$ cat src/rtl/nvram_ioctl_bridge.sv
// Bridges the ioctl download/upload byte stream onto a toggle-handshake SDRAM port,
// folding ROM-page and NVRAM-index bytes into the 1 KB CMOS image.
module nvram_ioctl_bridge #(
  parameter logic [22:0] CMOS_BASE     = 23'h1CC00,
  parameter logic [12:0] CMOS_ROM_PAGE = 13'h034,
  parameter logic [7:0]  NVRAM_INDEX   = 8'hFF
) (
  input  logic        clk_sys,
  input  logic        reset,
  input  logic        ioctl_download,
  input  logic        ioctl_upload,
  input  logic [7:0]  ioctl_index,
  input  logic        ioctl_wr,
  input  logic [24:0] ioctl_addr,
  input  logic [7:0]  ioctl_dout,
  output logic [7:0]  ioctl_din,
  output logic        ioctl_din_valid,
  output logic        port_req,
  input  logic        port_ack,
  output logic [22:0] port_a,
  output logic        port_we,
  output logic [15:0] port_d,
  input  logic [15:0] port_q,
  output logic        pause,
  output logic        overrun
);

  typedef enum logic [1:0] {IDLE, WR_WAIT, RD_WAIT} state_e;

  state_e      state_q, state_d;
  logic        wr_q, upl_q;
  logic [9:0]  addr_lo_q;
  logic        hold_vld_q, hold_vld_d;
  logic [22:0] hold_a_q, hold_a_d;
  logic [15:0] hold_d_q, hold_d_d;
  logic        rd_pend_q, rd_pend_d;
  logic [9:0]  rd_addr_q, rd_addr_d;
  logic        port_req_q, port_req_d;
  logic [22:0] port_a_q, port_a_d;
  logic        port_we_q, port_we_d;
  logic [15:0] port_d_q, port_d_d;
  logic [7:0]  din_q, din_d;
  logic        din_vld_q, din_vld_d;
  logic        overrun_q, overrun_d;
  logic        issue_wr, issue_rd;

  logic [9:0]  addr_lo;
  logic        wr_rise, rd_trig, upl_fall, ack_match, cmos_hit;
  logic [22:0] dl_addr;
  logic [15:0] dl_data;
  logic        unused_bits;

  assign addr_lo   = ioctl_addr[9:0];
  assign wr_rise   = ioctl_download & ioctl_wr & ~wr_q;
  // Download owns the bridge while active, so upload triggers are ignored then.
  assign rd_trig   = ioctl_upload & ~ioctl_download & (~upl_q | (addr_lo != addr_lo_q));
  assign upl_fall  = ~ioctl_upload & upl_q;
  assign ack_match = (port_ack == port_req_q);
  assign cmos_hit  = ((ioctl_index == 8'h00) && (ioctl_addr[22:10] == CMOS_ROM_PAGE)) ||
                     (ioctl_index == NVRAM_INDEX);
  assign dl_addr   = cmos_hit ? (CMOS_BASE | {13'd0, addr_lo}) : ioctl_addr[22:0];
  assign dl_data   = {ioctl_dout[7:4], ioctl_dout[7:4], ioctl_dout[3:0], ioctl_dout[3:0]};
  assign unused_bits = ^{port_q[15:12], port_q[7:4], ioctl_addr[24:23]};

  always_comb begin
    state_d    = state_q;
    hold_vld_d = hold_vld_q;
    hold_a_d   = hold_a_q;
    hold_d_d   = hold_d_q;
    rd_pend_d  = rd_pend_q;
    rd_addr_d  = rd_addr_q;
    port_req_d = port_req_q;
    port_a_d   = port_a_q;
    port_we_d  = port_we_q;
    port_d_d   = port_d_q;
    din_d      = din_q;
    din_vld_d  = din_vld_q;
    overrun_d  = overrun_q;
    issue_wr   = 1'b0;
    issue_rd   = 1'b0;

    case (state_q)
      IDLE: begin
        if (hold_vld_q) begin
          port_a_d   = hold_a_q;
          port_d_d   = hold_d_q;
          port_we_d  = 1'b1;
          port_req_d = ~port_req_q;
          hold_vld_d = 1'b0;
          issue_wr   = 1'b1;
          state_d    = WR_WAIT;
        end else if (rd_pend_q) begin
          port_a_d   = CMOS_BASE | {13'd0, addr_lo};
          port_we_d  = 1'b0;
          port_req_d = ~port_req_q;
          rd_addr_d  = addr_lo;
          rd_pend_d  = 1'b0;
          issue_rd   = 1'b1;
          state_d    = RD_WAIT;
        end
      end
      WR_WAIT: begin
        if (ack_match) state_d = IDLE;
      end
      RD_WAIT: begin
        if (ack_match) begin
          din_d = {port_q[11:8], port_q[3:0]};
          // Data is only trusted if the host address did not move under the read.
          if ((addr_lo == rd_addr_q) && ioctl_upload && !rd_pend_q && !rd_trig)
            din_vld_d = 1'b1;
          else if (ioctl_upload)
            rd_pend_d = 1'b1;
          state_d = IDLE;
        end
      end
      default: state_d = IDLE;
    endcase

    // A byte may land in the same cycle the previous one leaves the holding register.
    if (wr_rise) begin
      if (hold_vld_q && !issue_wr) begin
        overrun_d = 1'b1;
      end else begin
        hold_vld_d = 1'b1;
        hold_a_d   = dl_addr;
        hold_d_d   = dl_data;
      end
    end

    if (rd_trig) begin
      din_vld_d = 1'b0;
      if (!issue_rd) rd_pend_d = 1'b1;
    end

    if (upl_fall) begin
      rd_pend_d = 1'b0;
      din_vld_d = 1'b0;
    end
  end

  always_ff @(posedge clk_sys) begin
    if (reset) begin
      state_q    <= IDLE;
      wr_q       <= ioctl_wr;
      upl_q      <= ioctl_upload;
      addr_lo_q  <= addr_lo;
      hold_vld_q <= 1'b0;
      hold_a_q   <= '0;
      hold_d_q   <= '0;
      rd_pend_q  <= 1'b0;
      rd_addr_q  <= '0;
      port_req_q <= port_ack;
      port_a_q   <= '0;
      port_we_q  <= 1'b0;
      port_d_q   <= '0;
      din_q      <= '0;
      din_vld_q  <= 1'b0;
      overrun_q  <= 1'b0;
    end else begin
      state_q    <= state_d;
      wr_q       <= ioctl_wr;
      upl_q      <= ioctl_upload;
      addr_lo_q  <= addr_lo;
      hold_vld_q <= hold_vld_d;
      hold_a_q   <= hold_a_d;
      hold_d_q   <= hold_d_d;
      rd_pend_q  <= rd_pend_d;
      rd_addr_q  <= rd_addr_d;
      port_req_q <= port_req_d;
      port_a_q   <= port_a_d;
      port_we_q  <= port_we_d;
      port_d_q   <= port_d_d;
      din_q      <= din_d;
      din_vld_q  <= din_vld_d;
      overrun_q  <= overrun_d;
    end
  end

  assign ioctl_din       = din_q;
  assign ioctl_din_valid = din_vld_q;
  assign port_req        = port_req_q;
  assign port_a          = port_a_q;
  assign port_we         = port_we_q;
  assign port_d          = port_d_q;
  assign overrun         = overrun_q;
  assign pause           = ioctl_upload | (state_q != IDLE);

endmodule

$ cat config.mk
export PLATFORM = sky130hd
export DESIGN_NAME = nvram_ioctl_bridge
export DESIGN_NICKNAME = d
export VERILOG_FILES = /design/src/rtl/nvram_ioctl_bridge.sv
export SDC_FILE = /design/constraint.sdc
export NUM_CORES = 1
export LEC_CHECK = 0
export BUFFER_PORTS_ARGS = -buffer_cell sky130_fd_sc_hd__buf_4
export CORE_ASPECT_RATIO = 0.75
export CORE_MARGIN = 2
export CORE_UTILIZATION = 40
export DETAILED_ROUTE_END_ITERATION = 6
export SETUP_SLACK_MARGIN = 0.4
export SLEW_MARGIN = 20
export SYNTH_ARGS = -nofsm -noshare
export SYNTH_HDL_FRONTEND = slang
export SYNTH_SLANG_ARGS = --single-unit
$ cat constraint.sdc
create_clock -name clk_sys -period 4.2 [get_ports clk_sys]
set_clock_uncertainty 0.2 [all_clocks]
set_input_delay 0.84 -clock clk_sys [delete_from_list [all_inputs] [get_ports clk_sys]]
set_output_delay 0.84 -clock clk_sys [all_outputs]
set_load 0.02 [all_outputs]
==> flow_summary_export.csv <==
group,metric,value,unit
placement,place.port_buffers,104,
run,maxCapViolations,0,
critical_path,slowest_delay,0.87,ns
timing,finalSetupViolations,0,
finish,drive_gt1_frac,0.2448,
critical_path,worstSetupEndpoint,"hold_a_q[22]",
detailed_routing,drtAntennaViolNets,0,
critical_path,cp-startpoint,"hold_vld_q",
synthesis,synthesis.area,3890,µm²
timing,rsz0062_at_grt,"false",
timing,layout_min_cycle_time,2.420,ns
min_path,hp-start,"hold_d_q[14]",
timing,slew_headroom,0.3123,
placement,place_area,4687,µm²
critical_path,cp-start-kind,"register",
synthesis,synth_cell_types,37,
critical_path,crit_type,"register to register",
power_and_ir_drop,pwr-share-clk,0.379,
power_and_ir_drop,p_switching,513.9,µW
die,die_y,89.41,µm
die,die_w,117.9,µm
finish,final_common_cell,"buf_4",
grt,antenna_found_initial,0,
critical_path,crit_required,4.27,ns
die,ioPinCount,115,
timing,hold_viol_final,0,
power_and_ir_drop,power.total,2.054,mW
synthesis,async_reset_ff_frac,0,
critical_path,cp-end-kind,"register",
clock_network,cts_tree,"done",
power_and_ir_drop,comb_power_share,0.124,
synthesis,ys_seq_area_frac,0.5172,
timing,worst_pin_slew,1.029,ns
grt,grt_usage,0.1720,
finish,final_area,4976,µm²
critical_path,path_depth,4,
power_and_ir_drop,leakage,2.027,nW
finish,antennaDiodeCount,0,
grt,grt_pass1_wl,14280,µm
detailed_routing,avgRoutedWirePerCell,13.92,µm
critical_path,path_common_cell,"nand2_1",
detailed_routing,vias,3237,
synthesis,syn_avg_cell_area,8.821,µm²
finish,areaGrowthSynthToFinish,27.92,%
synthesis,synth_warnings,0,
critical_path,critical_path_arrival,2.49,ns
timing,tns,0,ns
power_and_ir_drop,vdd_drop_max,0.0001779,V
critical_path,crit_buf_inv,0,
finish,nets,591,
clock_network,cts_root_buffer,"clkbuf_16",
timing,drv_slew,0,
clock_network,cts_buffers,9,
placement,place_hpwl,6453,µm
critical_path,reg2reg_from,"hold_vld_q",
synthesis,synthCells,441,
critical_path,cp_cell_sequence,"nand2_1, nand2_1, a22oi_1, nor2_1",
critical_path,path_max_fanout,26,
detailed_routing,totalWireLength,9232,µm
critical_path,reg2reg_setup_slack,1.78,ns
clock_network,clk_pin_slew,0.07,ns
critical_path,cp_top_family,"simple AND/OR/NAND/NOR gates",
die,die_area,10540,µm²
clock_network,clock-sinks,100,
grt,grt_pass1_vias,2837,
placement,gp_congestion,0.7500,
grt,grt_max_degree,56,
power_and_ir_drop,swShare,0.2502,
critical_path,crit_slowest_cell,"dfxtp_1",
clock_network,ctsResizeCount,0,
critical_path,r2r-end,"hold_a_q[22]",
clock_network,cts_setup_buffers,0,
detailed_routing,drt-vias-per-instance,4.882,
detailed_routing,drtIter0Drc,155,
critical_path,ff2ff_path_depth,4,
power_and_ir_drop,powerDensity,412.7,nW/µm²
power_and_ir_drop,internal-power,1.540,mW
finish,layout_common_cells,"107 x buf_4, 99 x dfxtp_1, 80 x nand2_1",
detailed_routing,drc,0,
clock_network,htree_levels,3,
die,coreArea,9542,µm²
die,rows,31,
clock_network,postCtsHoldBufs,0,
clock_network,clk_latency,0.33,ns
synthesis,synth-seq-cells,100,
synthesis,synth_edf_count,1,
grt,overflow,0,
timing,fmax,0.4132,GHz
min_path,hold_path_class,"register to register",
synthesis,synth_nets,506,
outcome,outcome,"completed",
clock_network,clk_path_buf_depth,2,
die,start_util,0.4077,
timing,period_share,0.5762,
power_and_ir_drop,p_seq_frac,0.496,
detailed_routing,first_pass_iters,4,
synthesis,yosys_most_used_dff,"dfxtp_1",
finish,finish.utilization,0.5215,
[power by group through the flow]
stage | sequential, mW | clock [mW] | combinational, mW
after floorplan | 1.06 | 0 | 0.127
after global placement | 1.04 | 0 | 0.254
after detailed placement | 1.04 | 0 | 0.257
after CTS | 1.02 | 0.801 | 0.258
after global routing | 1.02 | 0.835 | 0.283
final | 1.02 | 0.779 | 0.255
[cell families after synthesis]
family / Yosys count / share of synthesized area
and+or+nand+nor: 176 / 0.1911
buffers and inverters: 40 / 0.05082
AOI/OAI and AO/OA: 84 / 0.1409
DFF: 100 / 0.5172
adders and majority gates: 2 / 0.006432
xor gates and xnor gates: 21 / 0.04728
muxes: 18 / 0.04632
[worst min-delay path by stage]
stage                     depth (start not counted)  slack (ns)            to
after global placement                            2        0.24     port_d[5]
final                                             2        0.25    port_d[14]
after floorplan                                   2        0.23    port_d[11]
after detailed placement                          2        0.24    port_d[14]
after CTS                                         2        0.26     port_d[5]
after global routing                              2        0.27  hold_d_q[13]
[per-stage QoR]
step	hold slack [ns]	instances	setup slack (ns)
after CTS	0.2552	663	1.739
after global routing	0.2697	663	1.472
after floorplan	0.2321	441	2.005
after detailed placement	0.2446	647	1.651
final	0.2505	663	1.780
after global placement	0.2375	647	1.634
[cells in the mapped netlist (3+ instances only)]
| cell | count | area, µm² |
|---|---|---|
| o21ai_0 | 3 | 15.01 |
| nand2b_1 | 4 | 25.02 |
| nand2_1 | 80 | 300.3 |
| buf_2 | 8 | 40.04 |
| nor4_1 | 3 | 18.77 |
| a22oi_1 | 16 | 120.1 |
| mux2i_1 | 18 | 180.2 |
| a211oi_1 | 11 | 82.58 |
| nor2_1 | 61 | 229.0 |
| xor2_1 | 6 | 52.55 |
| a21oi_1 | 40 | 200.2 |
| dfxtp_1 | 99 | 1982 |
| nand4_1 | 6 | 37.54 |
| buf_4 | 8 | 60.06 |
| inv_1 | 7 | 26.28 |
| clkbuf_1 | 16 | 60.06 |
| xnor2_1 | 15 | 131.4 |
| nor3_1 | 11 | 55.05 |
| o21a_1 | 6 | 45.04 |
[layout make-up]
cell class | instances | area [µm²]
Sequential cell | 100 | 2012
Clock inverter | 5 | 36.28
Tap cell | 132 | 165.2
Multi-Input combinational cell | 301 | 1680
Timing Repair Buffer | 107 | 803.3
Inverter | 7 | 26.28
Fill cell | 924 | 4566
Clock buffer | 11 | 252.7
[metal layers]
| metal | routed length, µm | vias up | part of all wire | GRT usage |
|---|---|---|---|---|
| met5 | 0 | - | 0 | 0 |
| met2 | 4159 | 89 | 0.45 | 0.2690 |
| met4 | 53 | 0 | 0.0057 | 0.04272 |
| met3 | 642 | 4 | 0.070 | 0.06569 |
| met1 | 4378 | 1496 | 0.47 | 0.2267 |
| li1 | - | 1648 | - | - |
[worst reg2reg max path: stages (launching register included)]
cell and delay [ns]:
dfxtp_1 0.87, nand2_1 0.15, nand2_1 0.80, a22oi_1 0.23, nor2_1 0.12
[sequential cells by signal, indices dropped and copies added (netlist names), 2 cells and up]
| name | count |
|---|---|
| port_d | 8 |
| ioctl_din | 8 |
| rd_addr_q | 10 |
| addr_lo_q | 10 |
| hold_d_q | 8 |
| port_a | 23 |
| hold_a_q | 23 |
| state_q | 2 |
(Power assumes the default switching activity.)
